### config.mk
export PLATFORM = sky130hd
export DESIGN_NAME = nibble_serial_alu
export DESIGN_NICKNAME = d
export VERILOG_FILES = /design/src/rtl/nibble_serial_alu.sv
export SDC_FILE = /design/constraint.sdc
export NUM_CORES = 1
export LEC_CHECK = 0
export BUFFER_PORTS_ARGS = -buffer_cell sky130_fd_sc_hd__buf_2
export CAP_MARGIN = 10
export CORE_MARGIN = 1
export CORE_UTILIZATION = 49
export CTS_CLUSTER_DIAMETER = 80
export DETAILED_ROUTE_END_ITERATION = 16
export PLACE_DENSITY = 0.69
export SYNTH_ARGS = -nofsm -noshare
export SYNTH_HDL_FRONTEND = slang
export SYNTH_SLANG_ARGS = --single-unit
### constraint.sdc
create_clock -name clk -period 9.2 [get_ports clk]
set_clock_uncertainty 0.1 [all_clocks]
set_input_delay 0.46 -clock clk [delete_from_list [all_inputs] [get_ports clk]]
set_output_delay 0.46 -clock clk [all_outputs]
set_load 0.02 [all_outputs]
### src/rtl/nibble_serial_alu.sv
// Digit-serial add/subtract with optional BCD adjust, one nibble per clock, LSB first.
// Start-to-done latency is NIBBLES cycles; start is ignored while busy and accepted again in the done cycle.
module nibble_serial_alu #(
   parameter int NIBBLES    = 4,
   parameter bit DECIMAL_EN = 1'b1
) (
   input  logic                 clk,
   input  logic                 reset_n,
   input  logic                 start,
   input  logic [1:0]           op,
   input  logic                 decimal,
   input  logic                 carry_in,
   input  logic [4*NIBBLES-1:0] a,
   input  logic [4*NIBBLES-1:0] b,
   output logic                 busy,
   output logic                 done,
   output logic [4*NIBBLES-1:0] result,
   output logic                 carry_out,
   output logic                 zero
);

   localparam int W  = 4 * NIBBLES;
   localparam int IW = (NIBBLES > 1) ? $clog2(NIBBLES) : 1;
   localparam logic [IW-1:0] LAST = IW'(NIBBLES - 1);

   typedef enum logic {ST_IDLE, ST_RUN} state_t;

   state_t          r_state;
   logic [W-1:0]    r_a;
   logic [W-1:0]    r_b;
   logic            r_sub;
   logic            r_dec;
   logic            r_c;
   logic [IW-1:0]   r_idx;
   logic [W-1:0]    r_result;
   logic            r_carry;
   logic            r_zero;
   logic            r_busy;
   logic            r_done;

   logic [IW+1:0]   w_bitpos;
   logic [3:0]      w_a_nib;
   logic [3:0]      w_b_nib;
   logic [4:0]      w_sum;
   logic [4:0]      w_diff;
   logic [3:0]      w_digit;
   logic            w_c_next;
   logic [W-1:0]    w_res_next;

   always_comb begin
      w_bitpos = {r_idx, 2'b00};
      w_a_nib  = 4'(r_a >> w_bitpos);
      w_b_nib  = 4'(r_b >> w_bitpos);
      w_sum    = {1'b0, w_a_nib} + {1'b0, w_b_nib} + {4'b0000, r_c};
      w_diff   = {1'b0, w_a_nib} - {1'b0, w_b_nib} - {4'b0000, r_c};
      w_digit  = w_sum[3:0];
      w_c_next = w_sum[4];
      if (r_sub) begin
         // Bit 4 of the 5-bit difference is the borrow; decimal mode folds 16 down to 10.
         w_c_next = w_diff[4];
         w_digit  = (r_dec && w_diff[4]) ? (w_diff[3:0] - 4'd6) : w_diff[3:0];
      end else if (r_dec && (w_sum >= 5'd10)) begin
         w_c_next = 1'b1;
         w_digit  = w_sum[3:0] + 4'd6;
      end
      w_res_next = r_result;
      w_res_next[w_bitpos +: 4] = w_digit;
   end

   always_ff @(posedge clk or negedge reset_n) begin
      if (!reset_n) begin
         r_state  <= ST_IDLE;
         r_a      <= '0;
         r_b      <= '0;
         r_sub    <= 1'b0;
         r_dec    <= 1'b0;
         r_c      <= 1'b0;
         r_idx    <= '0;
         r_result <= '0;
         r_carry  <= 1'b0;
         r_zero   <= 1'b0;
         r_busy   <= 1'b0;
         r_done   <= 1'b0;
      end else begin
         r_done <= 1'b0;
         case (r_state)
            ST_IDLE: begin
               if (start) begin
                  r_a     <= a;
                  r_b     <= b;
                  r_sub   <= op[1];
                  r_dec   <= decimal & DECIMAL_EN;
                  // ADC and SBC are the odd opcodes; only they consume carry_in.
                  r_c     <= op[0] & carry_in;
                  r_idx   <= '0;
                  r_busy  <= 1'b1;
                  r_state <= ST_RUN;
               end
            end
            ST_RUN: begin
               r_result <= w_res_next;
               r_c      <= w_c_next;
               r_idx    <= r_idx + 1'b1;
               if (r_idx == LAST) begin
                  r_idx   <= '0;
                  r_carry <= w_c_next;
                  r_zero  <= (w_res_next == '0);
                  r_busy  <= 1'b0;
                  r_done  <= 1'b1;
                  r_state <= ST_IDLE;
               end
            end
            default: r_state <= ST_IDLE;
         endcase
      end
   end

   assign busy      = r_busy;
   assign done      = r_done;
   assign result    = r_result;
   assign carry_out = r_carry;
   assign zero      = r_zero;

endmodule

==> flow_summary.toml <==
[clocking]
htreeDepth = 3
cts_hold_buf = 0
clockBufferDepth = 2
cts_resized = 0
clk_pin_slew_worst_paths_ps = 70
numCtsBuffers = 9
cts_tree = "done"
root_buffer = "clkbuf_8"
cts_setup_buffers = 0
clock-sinks = 58
clkLatencyLatePin_ps = 350

[critical_path]
critPathRequiredTime_ps = 9390
cp_top_family = "compound AO/OA/AOI/OAI gates"
arrival_ps = 4380
r2r_start = "r_idx[0]"
ff2ff_path_depth = 9
start_kind = "flop"
path_cells = "mux4_2 > fa_1 > fa_1 > nand2b_1 > a211oi_1 > o21ai_0 > xnor2_1 > a211oi_2 > a22o_1"
critical-path-slowest-cell = "dfrtp_1"
r2r_end = "result[3]"
path_class = "flop to flop"
cp_max_fo = 15
end_kind = "flop"
max_stage_delay_ps = 830
crit_top_cell = "fa_1"
crit_start = "r_idx[0]"
path_buf_inv = 0
rrSetupSlack_ps = 5010

[synthesis]
seq_area_frac_synth_pct = 46.0
ys_async_sr_fraction_pct = 100
syn-num-nets = 315
synthDistinctLibCells = 50
synth-edff-count = 0
synth_warnings = 0
synth_area_per_cell_um2 = 12.3
syn_area_um2 = 3150
synth_flop_cell = "dfrtp_1"
ys_seq_elements = 58
syn_inst = 257

[floorplanning]
initial_core_util_pct = 52.0
die_h_um = 82.2
core_area_um2 = 6060
io-pin-count = 59
die_w_um = 82.2
die_area_um2 = 6760
num_rows = 28

[layout]
nNetsFinal = 374
multi_input_area_um2 = 1600
nFillCells = 507
diodes = 0
syn2layout_area_growth_pct = 17.4
seqCellArea_um2 = 1450
finish.utilization_pct = 61.1
drive_above_1_share_pct = 38.3

[sta]
slew_violations = 0
tns_ps = 0
maxSlewHeadroom_pct = 34.8
finalSetupViolCount = 0
min_period_ps = 4190
hold_viol = 0
fmax_mhz = 239
period_share_pct = 45.6
rsz0062_at_grt = "false"
tightest_slew_ps = 976

[global_route]
grt_max_degree = 59
grt.overflow.total = 0
grtUsageTotal_pct = 22.8
grt_first_pass_wirelength_um = 11100
antenna_found_initial = 0
grt_pass1_vias = 2300

[flow_run]
cap_violations = 0

[drt]
dr_wl_met2_um = 3040
drtPass1Iterations = 4
first_iter_violations = 112
vias = 2276
routed_via_density = 5.75
wl_met1_um = 3150
wl_per_cell_um = 16.6
routed_wl_um = 6590
wl_met3_um = 284
route.detailed.drc = 0
dr.max_layer_used = "met4"
drtAntennaViolNets = 0

[place]
hpwl_um = 4780
portBuffers = 58
gp_congestion = 0.804

[status]
outcome = "finished clean"

[min_path]
holdCritPathClass = "input pin to async pin"
[synth_stat cells, types with 2 or more instances]
cell | count | area [um^2]
a21oi_1 | 4 | 20.0
a22o_1 | 9 | 78.8
a31oi_1 | 2 | 12.5
a32o_1 | 8 | 80.1
clkbuf_1 | 8 | 30.0
dfrtp_1 | 58 | 1450
fa_1 | 4 | 80.1
ha_1 | 15 | 188
inv_1 | 18 | 67.6
mux2_2 | 34 | 383
mux2i_1 | 3 | 30.0
mux4_2 | 8 | 180
nand2_1 | 11 | 41.3
nand2b_1 | 4 | 25.0
nand3_1 | 3 | 15.0
nor2_1 | 9 | 33.8
nor2b_1 | 4 | 25.0
nor3_1 | 8 | 40.0
nor4_1 | 4 | 25.0
o21ai_0 | 7 | 35.0
o21bai_1 | 2 | 15.0
o31ai_1 | 2 | 15.0
or3_1 | 2 | 12.5
xnor2_1 | 2 | 17.5
xor2_1 | 3 | 26.3
[through the flow]
step	std cells	hold slack [ps]	worst slack (ps)	cell area, um^2
after floorplan	257	64.4	5320	3150
after global placement	380	387	5170	3510
after detailed placement	380	391	5040	3510
after CTS	396	179	5000	3700
after global routing	396	210	4700	3700
final	396	147	5010	3700
[worst max-delay path by stage]
stage | cells past startpoint | slack, ps | endpoint
floorplan | 13 | 5320 | result[13]
global placement | 9 | 5170 | result[3]
detailed placement | 9 | 5040 | result[3]
CTS | 9 | 5000 | result[3]
global route | 9 | 4700 | result[7]
finish | 9 | 5010 | result[3]
[worst register-to-register path: cells and delay by family (launching register included)]
family	cells	cell delay, ps
multiplexers	1	650
AND/OR/NAND/NOR	1	180
AO/OA/AOI/OAI	4	1320
XOR/XNOR	1	190
adder cells (fa/ha/maj)	2	880
flip-flops	1	830
[final cells by class]
cell class	instances	area share [%]
Clock buffer	11	3.82
Multi-Input combinational cell	170	43.1
Timing Repair Buffer	59	8.04
Inverter	18	1.82
Clock inverter	5	1.45
Sequential cell	58	39.2
Tap cell	75	2.53
[layout by cell type, fill, tap and decap left out, types with 4 or more instances in the layout]
cell type	instances
nor3_1	8
mux4_2	8
buf_2	58
o21ai_0	7
dfrtp_1	58
inv_1	18
nor4_1	4
a21oi_1	4
fa_1	4
nor2_1	9
ha_1	15
clkbuf_8	10
a22o_1	9
a32o_1	8
nand2b_1	4
nand2_1	11
mux2_2	34
[sequential cells by signal, summed over array words and instances (netlist names)]
signal,flops
result,16
r_idx,2
busy,1
r_sub,1
zero,1
r_a,16
r_c,1
r_b,16
r_state,1
r_dec,1
carry_out,1
done,1
[cells by family after synthesis]
kind of cell	after synthesis	share of synthesized area, %
flops	58	46.0
simple gates	51	8.53
compound gates	50	13.2
mux	45	18.8
xor+xnor	5	1.39
buf+inv	29	3.61
fa+ha+maj	19	8.49
[layer usage]
metal | global-route usage, % | up-vias
met2 | 34.4 | 56
met5 | 0 | -
met4 | 9.12 | 0
met3 | 6.92 | 10
li1 | - | 1076
met1 | 30.7 | 1134
Power is left out: the tool's default activity adds up to more than one toggle a clock period on the data nets, which glitch-free logic cannot reach.
